## src/rtl/div_arbiter_if.sv

```systemverilog
// Requester and divider signal bundle for div_arbiter.
//   slave  : the arbiter's view (requests and divider results in; acks, results, divider control out)
//   master : the surrounding logic's view (directions reversed)
`timescale 1ns/1ps
interface div_arbiter_if;
    // requester side
    logic       req0;
    logic       req1;
    logic [3:0] dividend0;
    logic [3:0] dividend1;
    logic [4:0] divisor0;
    logic [4:0] divisor1;
    logic       ack0;
    logic       ack1;
    logic       done0;
    logic       done1;
    logic [3:0] quotient;
    logic [4:0] remainder;
    logic       err;
    logic       busy;
    // divider side
    logic       div_go;
    logic [3:0] div_dividend;
    logic [4:0] div_divisor;
    logic       div_valid;
    logic [3:0] div_quotient;
    logic [4:0] div_remainder;

    modport slave (
        input  req0, req1, dividend0, dividend1, divisor0, divisor1,
        input  div_valid, div_quotient, div_remainder,
        output ack0, ack1, done0, done1, quotient, remainder, err, busy,
        output div_go, div_dividend, div_divisor
    );

    modport master (
        output req0, req1, dividend0, dividend1, divisor0, divisor1,
        output div_valid, div_quotient, div_remainder,
        input  ack0, ack1, done0, done1, quotient, remainder, err, busy,
        input  div_go, div_dividend, div_divisor
    );
endinterface

```

## src/rtl/div_arbiter.sv

```systemverilog
// Round-robin arbiter/sequencer sharing one iterative 4-bit / 5-bit divider
// between two requesters. Divide-by-zero is answered locally; a watchdog
// forces an error completion if the divider never reports valid.
// Ports:
//   clk     : clock, rising edge
//   resetn  : synchronous active-low reset (shared with the divider)
//   bus     : div_arbiter_if.slave -- requests/operands in, ack/done/result out,
//             divider go/operands out, divider valid/result in
// Parameter TIMEOUT: cycles allowed in WAIT_LOW+WAIT_HIGH, legal 2..255.
`timescale 1ns/1ps
module div_arbiter #(
    parameter int unsigned TIMEOUT = 15
) (
    input  logic         clk,
    input  logic         resetn,
    div_arbiter_if.slave bus
);
    localparam int unsigned   WD_W    = 8;
    localparam logic [WD_W-1:0] WD_LAST = WD_W'(TIMEOUT - 1);

    typedef enum logic [2:0] {
        IDLE,
        ISSUE,
        WAIT_LOW,
        WAIT_HIGH,
        RESP
    } state_t;

    state_t          state;
    logic            owner;
    logic            last_owner;
    logic [3:0]      op_dividend;
    logic [4:0]      op_divisor;
    logic [WD_W-1:0] wd_cnt;

    logic            pick_c;
    logic [3:0]      pick_dividend_c;
    logic [4:0]      pick_divisor_c;
    logic            wd_expired_c;

    // Round-robin pick: a lone request wins, a tie goes to whoever was not served last.
    always_comb begin
        pick_c = bus.req1;
        if (bus.req0 && bus.req1) begin
            pick_c = ~last_owner;
        end
        pick_dividend_c = pick_c ? bus.dividend1 : bus.dividend0;
        pick_divisor_c  = pick_c ? bus.divisor1  : bus.divisor0;
    end

    assign wd_expired_c = (wd_cnt == WD_LAST);

    // Divider operands come straight from the op registers, stable for the whole operation.
    assign bus.div_dividend = op_dividend;
    assign bus.div_divisor  = op_divisor;

    // Sequencer: all outputs are registered and set on the edge entering the state they belong to.
    always_ff @(posedge clk) begin
        if (!resetn) begin
            state         <= IDLE;
            owner         <= 1'b0;
            last_owner    <= 1'b1;
            op_dividend   <= '0;
            op_divisor    <= '0;
            wd_cnt        <= '0;
            bus.ack0      <= 1'b0;
            bus.ack1      <= 1'b0;
            bus.done0     <= 1'b0;
            bus.done1     <= 1'b0;
            bus.div_go    <= 1'b0;
            bus.busy      <= 1'b0;
            bus.err       <= 1'b0;
            bus.quotient  <= '0;
            bus.remainder <= '0;
        end else begin
            bus.ack0   <= 1'b0;
            bus.ack1   <= 1'b0;
            bus.done0  <= 1'b0;
            bus.done1  <= 1'b0;
            bus.div_go <= 1'b0;

            case (state)
                IDLE: begin
                    if (bus.req0 || bus.req1) begin
                        owner       <= pick_c;
                        op_dividend <= pick_dividend_c;
                        op_divisor  <= pick_divisor_c;
                        bus.ack0    <= ~pick_c;
                        bus.ack1    <= pick_c;
                        bus.div_go  <= (pick_divisor_c != 5'd0);
                        bus.busy    <= 1'b1;
                        state       <= ISSUE;
                    end
                end

                ISSUE: begin
                    last_owner <= owner;
                    wd_cnt     <= '0;
                    if (op_divisor != 5'd0) begin
                        state <= WAIT_LOW;
                    end else begin
                        // Divide-by-zero: answer locally, divider never started.
                        bus.quotient  <= 4'hF;
                        bus.remainder <= {1'b0, op_dividend};
                        bus.err       <= 1'b1;
                        bus.done0     <= ~owner;
                        bus.done1     <= owner;
                        state         <= RESP;
                    end
                end

                // Wait out any valid still asserted from the previous operation.
                WAIT_LOW: begin
                    wd_cnt <= wd_cnt + WD_W'(1);
                    if (!bus.div_valid) begin
                        state <= WAIT_HIGH;
                    end else if (wd_expired_c) begin
                        bus.quotient  <= '0;
                        bus.remainder <= '0;
                        bus.err       <= 1'b1;
                        bus.done0     <= ~owner;
                        bus.done1     <= owner;
                        state         <= RESP;
                    end
                end

                // A valid result takes priority over a watchdog expiring on the same edge.
                WAIT_HIGH: begin
                    wd_cnt <= wd_cnt + WD_W'(1);
                    if (bus.div_valid) begin
                        bus.quotient  <= bus.div_quotient;
                        bus.remainder <= bus.div_remainder;
                        bus.err       <= 1'b0;
                        bus.done0     <= ~owner;
                        bus.done1     <= owner;
                        state         <= RESP;
                    end else if (wd_expired_c) begin
                        bus.quotient  <= '0;
                        bus.remainder <= '0;
                        bus.err       <= 1'b1;
                        bus.done0     <= ~owner;
                        bus.done1     <= owner;
                        state         <= RESP;
                    end
                end

                RESP: begin
                    bus.busy <= 1'b0;
                    state    <= IDLE;
                end

                default: begin
                    bus.busy <= 1'b0;
                    state    <= IDLE;
                end
            endcase
        end
    end
endmodule
```

## src/flat_wrapper.sv

```systemverilog
// flat-port wrapper written by rule: the top's interface ports become plain ports
module div_arbiter_flat 
#(
    parameter int unsigned TIMEOUT = 15
)
  (clk, resetn, bus_req0, bus_req1, bus_dividend0, bus_dividend1, bus_divisor0, bus_divisor1, bus_div_valid, bus_div_quotient, bus_div_remainder, bus_ack0, bus_ack1, bus_done0, bus_done1, bus_quotient, bus_remainder, bus_err, bus_busy, bus_div_go, bus_div_dividend, bus_div_divisor);
  div_arbiter_if bus_i ();
  input  logic clk;
  input  logic resetn;
  input wire logic [$bits(bus_i.req0)-1:0] bus_req0;
  input wire logic [$bits(bus_i.req1)-1:0] bus_req1;
  input wire logic [$bits(bus_i.dividend0)-1:0] bus_dividend0;
  input wire logic [$bits(bus_i.dividend1)-1:0] bus_dividend1;
  input wire logic [$bits(bus_i.divisor0)-1:0] bus_divisor0;
  input wire logic [$bits(bus_i.divisor1)-1:0] bus_divisor1;
  input wire logic [$bits(bus_i.div_valid)-1:0] bus_div_valid;
  input wire logic [$bits(bus_i.div_quotient)-1:0] bus_div_quotient;
  input wire logic [$bits(bus_i.div_remainder)-1:0] bus_div_remainder;
  output wire logic [$bits(bus_i.ack0)-1:0] bus_ack0;
  output wire logic [$bits(bus_i.ack1)-1:0] bus_ack1;
  output wire logic [$bits(bus_i.done0)-1:0] bus_done0;
  output wire logic [$bits(bus_i.done1)-1:0] bus_done1;
  output wire logic [$bits(bus_i.quotient)-1:0] bus_quotient;
  output wire logic [$bits(bus_i.remainder)-1:0] bus_remainder;
  output wire logic [$bits(bus_i.err)-1:0] bus_err;
  output wire logic [$bits(bus_i.busy)-1:0] bus_busy;
  output wire logic [$bits(bus_i.div_go)-1:0] bus_div_go;
  output wire logic [$bits(bus_i.div_dividend)-1:0] bus_div_dividend;
  output wire logic [$bits(bus_i.div_divisor)-1:0] bus_div_divisor;
  assign bus_i.req0 = bus_req0;
  assign bus_i.req1 = bus_req1;
  assign bus_i.dividend0 = bus_dividend0;
  assign bus_i.dividend1 = bus_dividend1;
  assign bus_i.divisor0 = bus_divisor0;
  assign bus_i.divisor1 = bus_divisor1;
  assign bus_i.div_valid = bus_div_valid;
  assign bus_i.div_quotient = bus_div_quotient;
  assign bus_i.div_remainder = bus_div_remainder;
  assign bus_ack0 = bus_i.ack0;
  assign bus_ack1 = bus_i.ack1;
  assign bus_done0 = bus_i.done0;
  assign bus_done1 = bus_i.done1;
  assign bus_quotient = bus_i.quotient;
  assign bus_remainder = bus_i.remainder;
  assign bus_err = bus_i.err;
  assign bus_busy = bus_i.busy;
  assign bus_div_go = bus_i.div_go;
  assign bus_div_dividend = bus_i.div_dividend;
  assign bus_div_divisor = bus_i.div_divisor;
  div_arbiter #(.TIMEOUT(TIMEOUT)) u_core (.clk(clk), .resetn(resetn), .bus(bus_i));
endmodule
```

## config.mk

```make
export PLATFORM = sky130hd
export DESIGN_NAME = div_arbiter_flat
export DESIGN_NICKNAME = d
export VERILOG_FILES = /design/src/rtl/div_arbiter_if.sv /design/src/rtl/div_arbiter.sv /design/src/flat_wrapper.sv
export SDC_FILE = /design/constraint.sdc
export NUM_CORES = 1
export LEC_CHECK = 0
export BUFFER_PORTS_ARGS = -buffer_cell sky130_fd_sc_hd__buf_4
export CORE_MARGIN = 2
export CORE_UTILIZATION = 47
export CTS_BUF_LIST = sky130_fd_sc_hd__clkbuf_8
export DETAILED_ROUTE_END_ITERATION = 12
export GPL_TIMING_DRIVEN = 0
export HOLD_SLACK_MARGIN = 0.1
export PLACE_DENSITY = 0.88
export SETUP_SLACK_MARGIN = 0.1
export SLEW_MARGIN = 20
export SYNTH_ARGS = -nofsm -noshare
export SYNTH_HDL_FRONTEND = slang
export SYNTH_SLANG_ARGS = --single-unit
```

## constraint.sdc

```tcl
create_clock -name clk -period 1.4 [get_ports clk]
set_input_delay 0.21 -clock clk [delete_from_list [all_inputs] [get_ports clk]]
set_output_delay 0.21 -clock clk [all_outputs]
set_load 0.02 [all_outputs]
```

Word level (Yosys, flattened, before mapping)
Cells that the tools add are included.
{"block": "op_classes", "addsub": 1, "n_eq_ne": 7, "mux": 37, "bitwise": 4, "reduce_logical": 13}
{"cell": "5-bit 2-to-1 mux", "n": 5}
{"cell": "4-bit 2-to-1 mux", "n": 5}
{"cell": "8-bit case mux with 2 select lines", "n": 1}
{"cell": "3-bit 2-to-1 mux", "n": 5}
{"cell": "5-bit case mux with 3 select lines", "n": 1}
{"cell": "1-bit 2-to-1 mux", "n": 14}
{"cell": "3-bit case mux with 4 select lines", "n": 1}
{"cell": "4-bit case mux with 3 select lines", "n": 1}
{"cell": "5-bit nonzero test", "n": 2}
{"cell": "1-bit case mux with 3 select lines", "n": 3}
{"cell": "8-bit by 1-bit adder with 8-bit output (second input constant)", "n": 1}
{"cell": "8-bit by 4-bit equality test with 1-bit output (second input constant)", "n": 1}
{"cell": "3-bit by 2-bit equality test with 1-bit output (second input constant)", "n": 2}
{"cell": "3-bit AND reduction", "n": 2}
{"cell": "2-bit != test (second input constant)", "n": 2}
{"cell": "1-bit inverter", "n": 4}
{"cell": "2-bit AND reduction", "n": 2}
{"cell": "3-bit by 1-bit equality test with 1-bit output (second input constant)", "n": 1}
{"cell": "3-bit zero test", "n": 1}
{"cell": "3-bit nonzero test", "n": 1}
{"cell": "3-bit OR reduction", "n": 1}
{"cell": "2-bit by 1-bit != test with 1-bit output (second input constant)", "n": 1}
{"cell": "1-bit case mux with 2 select lines", "n": 1}
{"cell": "2-bit nonzero test", "n": 1}
{"cell": "other kinds (3)", "n": 3}
{"block": "totals", "regBits": 38, "input_bits": 32, "out_inout_bits": 25, "elab_cells": 77}

Logic depth before layout (Yosys ltp)
Gate-level depths: netlist of run 1.
{"block": "depth", "word_depth": 4, "ltp_mapped": 7, "mapped_depth_nobuf": 6}

Worst setup path after synthesis of run 1
OpenSTA, ideal clock, no wires.
{"block": "synth_timing", "path_kind": "reg-to-reg", "start": "reg u_core.op_divisor[4], in the netlist u_core.bus.div_divisor[4]", "end": "reg u_core.bus.remainder[0]", "setup_time_ns": 0.075, "t_arrival_ns": 1.335, "required_ns": 1.325, "path_slack_ns": -0.009, "stages_incl_launch_ff": 5, "n_path_buf": 0, "synth_period_minus_slack_ns": 1.409, "path_cell_list": "dfxtp_1 -> or4_4 -> nor2_4 -> o221ai_2 -> o22ai_1"}
{"block": "synth_via", "elab_chain_len": 3}
{"item": "from (decl)", "line_no": "div_arbiter.sv:33", "text": "logic [4:0] op_divisor;"}
{"item": "from (signal assigned)", "line_no": "div_arbiter.sv:87", "text": "op_divisor <= pick_divisor_c;"}
{"item": "5-bit nonzero test", "line_no": "div_arbiter.sv:99", "text": "if (op_divisor != 5'd0) begin"}
{"item": "2-bit != test (no line)"}
{"item": "3-bit AND reduction (no line)"}
{"item": "to (signal assigned)", "line_no": "div_arbiter.sv:104", "text": "bus.remainder <= {1'b0, op_dividend};"}
{"item": "to (signal assigned)", "line_no": "div_arbiter.sv:132", "text": "bus.remainder <= bus.div_remainder;"}
{"item": "to (decl)", "line_no": "div_arbiter_if.sv:32", "text": "output ack0, ack1, done0, done1, quotient, remainder, err, busy,"}
Every way passes these cells.
A chain may end at the register's enable or synchronous reset.

Final worst setup path of run 1
{"block": "layout_timing", "start": "reg u_core.wd_cnt[3]", "end": "reg u_core.state[2]"}
{"block": "layout_via", "elab_chain_len": 4, "elab_cells_between_ends": 5, "classes_between": "eq/ne: 1; mux: 4"}
{"item": "from (decl)", "line_no": "div_arbiter.sv:34", "text": "logic [WD_W-1:0] wd_cnt;"}
{"item": "from (signal assigned)", "line_no": "div_arbiter.sv:114", "text": "wd_cnt <= wd_cnt + WD_W'(1);"}
{"item": "from (signal assigned)", "line_no": "div_arbiter.sv:129", "text": "wd_cnt <= wd_cnt + WD_W'(1);"}
{"item": "8-bit by 4-bit equality test with 1-bit output *", "line_no": "div_arbiter.sv:51", "text": "assign wd_expired_c = (wd_cnt == WD_LAST);"}
{"item": "3-bit 2-to-1 mux *"}
{"item": "3-bit 2-to-1 mux, on equally long branches"}
{"item": "3-bit case mux with 4 select lines *"}
{"item": "to (signal assigned)", "line_no": "div_arbiter.sv:60", "text": "state <= IDLE;"}
{"item": "to (signal assigned)", "line_no": "div_arbiter.sv:92", "text": "state <= ISSUE;"}
{"item": "to (signal assigned)", "line_no": "div_arbiter.sv:100", "text": "state <= WAIT_LOW;"}
{"item": "to (decl)", "line_no": "div_arbiter.sv:29", "text": "state_t state;"}
Every way passes the cells marked *; elsewhere a longest branch is shown, timed or not.

==> results of run 1 <==
==> report_power, final <==
group	leakage [nW]	total (W)	switching (W)	internal, W
Combinational	0.875	0.00220	0.00114	0.00106
Clock	0.0438	0.000725	0.000390	0.000334
Sequential	0.315	0.00157	0.000232	0.00134
Total	1.23	0.00449	0.00176	0.00273
==> cell type report <==
type	count	area [um^2]
multi-input cells	143	1130
fillers	244	998
flip-flops and latches	38	778
repair buffers	70	537
plain buffers	12	97.6
clock buffers	5	68.8
well taps	48	60.1
clock inverters	2	10.0
inverters	2	10.0
==> per-stage QoR <==
stage               hold slack [ps]  setup TNS, ps  total power [W]  cells  cell area [um^2]
global placement                454           -794          0.00318    299              2310
floorplan                       356              0          0.00262    195              1830
global route                    207          -1930          0.00474    320              2690
finish                          182           -734          0.00449    320              2690
detailed placement              450          -1700          0.00322    299              2310
CTS                             188           -755          0.00406    311              2500
==> final timing paths <==
kind	depth (start not counted)	endpoint	slack, ps	start
setup / recovery	5	u_core.state[2]$_SDFFE_PN0P_	-80	u_core.wd_cnt[3]$_SDFFE_PN0P_
hold / removal	3	u_core.bus.remainder[4]$_SDFFE_PN0P_	180	bus_div_remainder[4]
setup reg to reg	5	u_core.state[2]$_SDFFE_PN0P_	-80	u_core.wd_cnt[3]$_SDFFE_PN0P_
hold reg to reg	2	u_core.bus.quotient[3]$_SDFFE_PN0P_	470	u_core.bus.quotient[3]$_SDFFE_PN0P_
==> cell usage after synthesis, drive strengths merged (3+ instances only) <==
master	count
a21oi	7
a22oi	7
and2	5
and2b	4
and3	4
buf	7
clkbuf	5
dfxtp	38
mux2	3
mux2i	11
nand2	37
nand4	3
nor2	6
nor2b	4
o211a	9
o21ai	4
o22ai	10
==> worst max-delay path, delay by kind of cell, from the launching register on <==
kind            cells  cell delay [ps]
simple gates        2              490
buf+inv             1              170
compound gates      2              310
flops               1              450
==> timing repair <==
action / 4_1_cts / 5_1_grt
cloned: 0 / 1
endpoints found under the setup margin: 32 / 34
pin swaps: 3 / 6
setup buffers: 5 / 8
gates resized for setup: 22 / 29
hold endpoints to repair: 0 / 0
==> cell families (layout without fill, tap and decap cells) <==
logic type,count (synthesis),after routing
xor gates and xnor gates,1,1
muxes,14,14
and+or+nand+nor,79,79
DFF,38,38
adders and majority gates,2,2
buffers and inverters,14,91
AOI/OAI and AO/OA,47,47
==> metal layers <==
| layer | up-vias | share of wire | GRT usage |
|---|---|---|---|
| met2 | 81 | 0.53 | 0.394 |
| met5 | - | 0 | 0 |
| met4 | 0 | 0.028 | 0.102 |
| met3 | 19 | 0.064 | 0.0511 |
| li1 | 862 | - | - |
| met1 | 869 | 0.38 | 0.257 |
==> sequential cells by signal, summed over array words and instances (netlist names) <==
name and cells:
u_core.bus.div_go 1, u_core.bus.done1 1, u_core.bus.remainder 5, u_core.bus.div_dividend 4, u_core.last_owner 1, u_core.bus.err 1
u_core.bus.quotient 4, u_core.wd_cnt 8, u_core.state 3, u_core.bus.done0 1, u_core.owner 1, u_core.bus.div_divisor 5
u_core.bus.ack1 1, u_core.bus.ack0 1, u_core.bus.busy 1
==> results by group, run 1 <==
Min path
  – Worst min path class: input port to flip-flop

Floorplanning
  – Initial core utilization: 0.494
  – Die Ht: 66.3 um
  – # rows: 22
  – Core Footprint: 0.00369 mm^2
  – Num ports: 57
  – Die area: 0.00439 mm^2
  – Width of the die: 66.3 um

Synth
  – Cell Area, Synth: 0.00182 mm^2
  – XOR/XNOR Fraction of Synth Area: 0.00480
  – Register area share after synthesis: 0.417
  – Seq cells post-synth: 38
  – Mux share of post-synthesis cell area: 0.0789
  – Post-synth EDFFs: 0
  – Synth Area in Compound Gates: 0.196
  – Post-Syn Nets: 229
  – Largest area contributor in the netlist: dfxtp_1
  – Top-area cell type share of the netlist area: 0.417
  – Share of flip-flops with an asynchronous set or reset: 0
  – Syn. warnings: 0
  – Synth Instances: 195
  – Adder-Cell Fraction of Synth Area: 0.0137
  – Yosys cell types: 50
  – Avg Inst Size Synth: 9.35 um^2
  – Synth Area in Simple Gates: 0.248
  – Synth Flop Type: dfxtp_1
  – Main combinational cell family by area after synthesis: simple AND/OR/NAND/NOR gates
  – Ranking of synthesized cells by area: dfxtp_1, nand2_1, mux2i_1, o211a_1, o22ai_1

Cells and area
  – Ant diodes: 0
  – Most common cell after layout, fill and taps aside: buf_4
  – Most frequent cells in the layout: buf_4, nand2_1, dfxtp_1
  – Post-Route Utilization: 0.729
  – # nets final: 306
  – Area grow syn2layout: 47.6%
  – Share of layout cells above drive strength 1: 0.460

Pwr
  – Max VDD drop: 0.00103 V
  – Leak: 1.23 nW
  – Pwr dens: 1670 mW/mm^2

Setup path
  – CP max-delay cell: dfxtp_1
  – Worst Path Max Fanout: 10
  – Crit path cell chain: and3b_1 -> a21oi_2 -> o211ai_2 -> buf_6 -> and2b_1
  – Critical Path Sink Type: flip-flop
  – Crit path DAT: 1710 ps
  – Worst path required time: 1630 ps
  – Crit-path max cell delay: 450 ps
  – Critical path class: flip-flop to flip-flop
  – Startpoint types: flip-flop

Detailed routing
  – Initial drt markers: 92
  – Wirelength, routed: 5400 um
  – DRT Pass-1 Iters: 4
  – Post-route DRC: 0
  – DR WL/cell: 16.9 um
  – Drt via density: 5.72
  – Post-route ant nets: 0
  – Vias: 1831

STA
  – Worst Setup Slack, final: -79.7 ps
  – Worst slew margin: 0.686
  – RSZ-0062 raised after global routing: yes
  – Final period util: 1.06
  – Setup Skew: 9.19 ps
  – Slew of the pin with the lowest slew margin: 471 ps
  – Final hold viol count: 0
  – Post-layout min period: 1480 ps
  – Fmax: 0.676 GHz
  – Endpoints failing setup: 13
  – Max-slew violation count: 0

Placed design
  – Placement Setup Slack: -135 ps
  – Global placer's final weighted congestion: 0.833
  – Post-DP HPWL: 3390 um
  – Port buffer count: 56

CTS
  – CTS sink cnt: 38
  – Clock Latency Late Sink: 300 ps
  – H-tree depth: 2
  – Root Driver: clkbuf_8
  – Hold_buf cts: 0
  – Clock-pin slew on the worst setup and hold paths: 80 ps
  – CTS buffer count: 5
  – CTS tree: built
  – CTS Buffer Depth: 2

Global route
  – Largest net degree at the start of global routing: 12
  – Grt ovf: 0
  – Initial antenna violation count: 0
  – GRT Total Usage: 0.224
  – Vias in the first global route: 1721
  – First-pass GRT wire length: 7660 um

Run
  – Total of max-cap violations: 0

Status
  – Failing checks: negative setup slack
  – Status: complete, but fails checks
Note: power is estimated with default switching activity, not from simulation.
==> run 2: changes to the inputs <==
GPL_TIMING_DRIVEN = not set   (was 0)
==> run 2 against run 1 <==
  * Sequential power hardly changed
  * Via count is 2.7% higher
  * Non-clock buffer count up 1
  * Wire length grew 5.4%
  * Largest cell class unchanged
  * Clock skew grew 0.64 ps
  * The flow still finishes with violations (negative setup slack)
  * Combinational power up 5%
  * Cell count grew 0.31%
  * Global-route usage up 1.9 points
  * Count of clock-buffer cells in the layout rose by 1
  * Critical path type unchanged
  * Clock power rose by 31%
==> results by group, run 2 (synthesis results as in run 1) <==
Status
  – Status: complete, but fails checks (unchanged)
  – Failing checks: negative setup slack (unchanged)

Placed design
  – Global placer's final weighted congestion: 0.889 (was 0.833)
  – Port buffer count: 56 (unchanged)
  – Post-DP HPWL: 3300 um (was 3390 um)

STA
  – Max-slew violation count: 0 (unchanged)
  – Setup Skew: 9.82 ps (was 9.19 ps)
  – Fmax: 0.641 GHz (was 0.676 GHz)
  – Slew of the pin with the lowest slew margin: 325 ps (was 471 ps)
  – Final hold viol count: 0 (unchanged)
  – Worst slew margin: 0.783 (was 0.686)
  – RSZ-0062 raised after global routing: yes (unchanged)
  – Post-layout min period: 1560 ps (was 1480 ps)
  – Worst Setup Slack, final: -161 ps (was -79.7 ps)
  – Final period util: 1.11 (was 1.06)
  – Endpoints failing setup: 15 (was 13)

Setup path
  – Critical path class: flip-flop to flip-flop (unchanged)
  – Critical path origin: u_core.wd_cnt[0]$_SDFFE_PN0P_ (was u_core.wd_cnt[3]$_SDFFE_PN0P_)
  – Crit-path max cell delay: 330 ps (was 450 ps)
  – Critical Path Sink Type: flip-flop (unchanged)
  – Worst Path Max Fanout: 5 (was 10)
  – Startpoint types: flip-flop (unchanged)
  – CP max-delay cell: dfxtp_2 (was dfxtp_1)
  – RR Startpoint: u_core.wd_cnt[0]$_SDFFE_PN0P_ (was u_core.wd_cnt[3]$_SDFFE_PN0P_)
  – Crit path cell chain: inv_2 -> ha_4 -> nor4b_4 -> nand4_1 -> o211ai_2 -> buf_6 -> and2b_1 (was and3b_1 -> a21oi_2 -> o211ai_2 -> buf_6 -> and2b_1)
  – Worst path required time: 1620 ps (was 1630 ps)
  – Crit path DAT: 1790 ps (was 1710 ps)

Detailed routing
  – DR WL/cell: 17.7 um (was 16.9 um)
  – Wirelength, routed: 5690 um (was 5400 um)
  – Vias: 1880 (was 1831)
  – Post-route ant nets: 0 (unchanged)
  – Drt via density: 5.86 (was 5.72)
  – DRT Pass-1 Iters: 6 (was 4)
  – Initial drt markers: 162 (was 92)
  – Post-route DRC: 0 (unchanged)

Global route
  – Largest net degree at the start of global routing: 33 (was 12)
  – GRT Total Usage: 0.243 (was 0.224)
  – First-pass GRT wire length: 8070 um (was 7660 um)
  – Grt ovf: 0 (unchanged)
  – Vias in the first global route: 1768 (was 1721)
  – Initial antenna violation count: 0 (unchanged)

Cells and area
  – Layout fillers: 246 (was 244)
  – Post-Route Utilization: 0.738 (was 0.729)
  – # nets final: 307 (was 306)
  – Reg with most FFs: u_core.wd_cnt (unchanged)
  – Share of layout cells above drive strength 1: 0.473 (was 0.460)
  – Area grow syn2layout: 49.3% (was 47.6%)
  – Number of flip-flops under the largest register name: 8 (unchanged)
  – Most common cell after layout, fill and taps aside: buf_4 (unchanged)
  – Most frequent cells in the layout: buf_4, nand2_1, dfxtp_1 (unchanged)
  – Ant diodes: 0 (unchanged)

Min path
  – Worst min path class: input port to flip-flop (unchanged)
  – Worst hold start: bus_div_remainder[4] (unchanged)

Floorplanning
  – # rows: 22 (unchanged)
  – Die Ht: 66.3 um (unchanged)
  – Core Footprint: 0.00369 mm^2 (unchanged)
  – Width of the die: 66.3 um (unchanged)
  – Initial core utilization: 0.494 (unchanged)
  – Die area: 0.00439 mm^2 (unchanged)
  – Num ports: 57 (unchanged)

CTS
  – CTS Buffer Depth: 2 (unchanged)
  – CTS tree: built (unchanged)
  – Root Driver: clkbuf_8 (unchanged)
  – CTS buffer count: 5 (unchanged)
  – H-tree depth: 2 (unchanged)
  – Clock Latency Late Sink: 290 ps (was 300 ps)
  – CTS sink cnt: 38 (unchanged)
  – Clock-pin slew on the worst setup and hold paths: 70 ps (was 80 ps)

Run
  – Total of max-cap violations: 0 (unchanged)

Pwr
  – Pwr dens: 1760 mW/mm^2 (was 1670 mW/mm^2)
  – Total power: 0.00478 W (was 0.00449 W)
  – Max VDD drop: 0.00115 V (was 0.00103 V)
  – Leak: 1.26 nW (was 1.23 nW)
[run 2: cell types whose count changed in the layout (fill, tap and decap cells not counted), moves of 2 or more]
cell / change
clkbuf_1: -4
nand2_1: +3
clkinv_2: -2
buf_6: -7
nand2_4: -2
buf_12: +2
buf_4: +10
o22ai_2: +4
o22ai_1: -4
[run 2: final cells by class]
cell class	instances	area [um^2]	area share
multi-input combinational	143	1090	0.402
sequential	38	776	0.285
timing repair buffer	83	673	0.247
clock buffer	6	82.6	0.0303
tap	48	60.1	0.0221
clock inverter	1	30.0	0.0110
inverter	2	7.51	0.00276
[run 2: worst max-delay path: cells and delay by family, from the launching register on]
family	cells	cell delay [ps]
buffers and inverters	2	230
DFF	1	330
AOI/OAI and AO/OA	1	160
and+or+nand+nor	3	650
adders and majority gates	1	120
[run 2: where the power goes]
group	total (W)	switching, W	internal (W)	leakage [nW]
clock network	0.000950	0.000380	0.000570	0.0573
logic	0.00230	0.00122	0.00108	0.884
registers	0.00154	0.000199	0.00134	0.315
total	0.00478	0.00180	0.00299	1.26
[run 2: final timing paths]
kind                                                              to  slack [ps]  cells after the start
worst max-delay path                    u_core.state[2]$_SDFFE_PN0P_        -160                      7
worst min-delay path            u_core.bus.remainder[4]$_SDFFE_PN0P_         190                      3
worst max register to register          u_core.state[2]$_SDFFE_PN0P_        -160                      7
worst min register to register  u_core.bus.remainder[4]$_SDFFE_PN0P_         480                      2
[run 2: layer usage]
layer | track usage | wire length (um) | up-vias
met5 | 0 | 0 | -
li1 | - | - | 863
met3 | 0.0494 | 352 | 22
met4 | 0.143 | 139 | 0
met1 | 0.280 | 2250 | 902
met2 | 0.413 | 2950 | 93
[run 2: stage by stage]
stage | hold slack (ps) | setup slack (ps) | instance area, um^2 | TNS (ps) | instances
finish | 185 | -161 | 2720 | -1760 | 321
global route | 194 | -220 | 2720 | -2830 | 321
CTS | 182 | -79.1 | 2590 | -710 | 315
detailed placement | 457 | -134 | 2410 | -1230 | 306
global placement | 453 | -11.5 | 2410 | -67.4 | 306
floorplan | 356 | 34.0 | 1830 | 0 | 195
[run 2: what timing repair did]
action	in CTS	in global routing
hold buffers	0	0
setup buffers	2	4
pin swaps	2	5
setup endpoints to repair	32	35
cloned	0	2
gates resized for setup	16	16
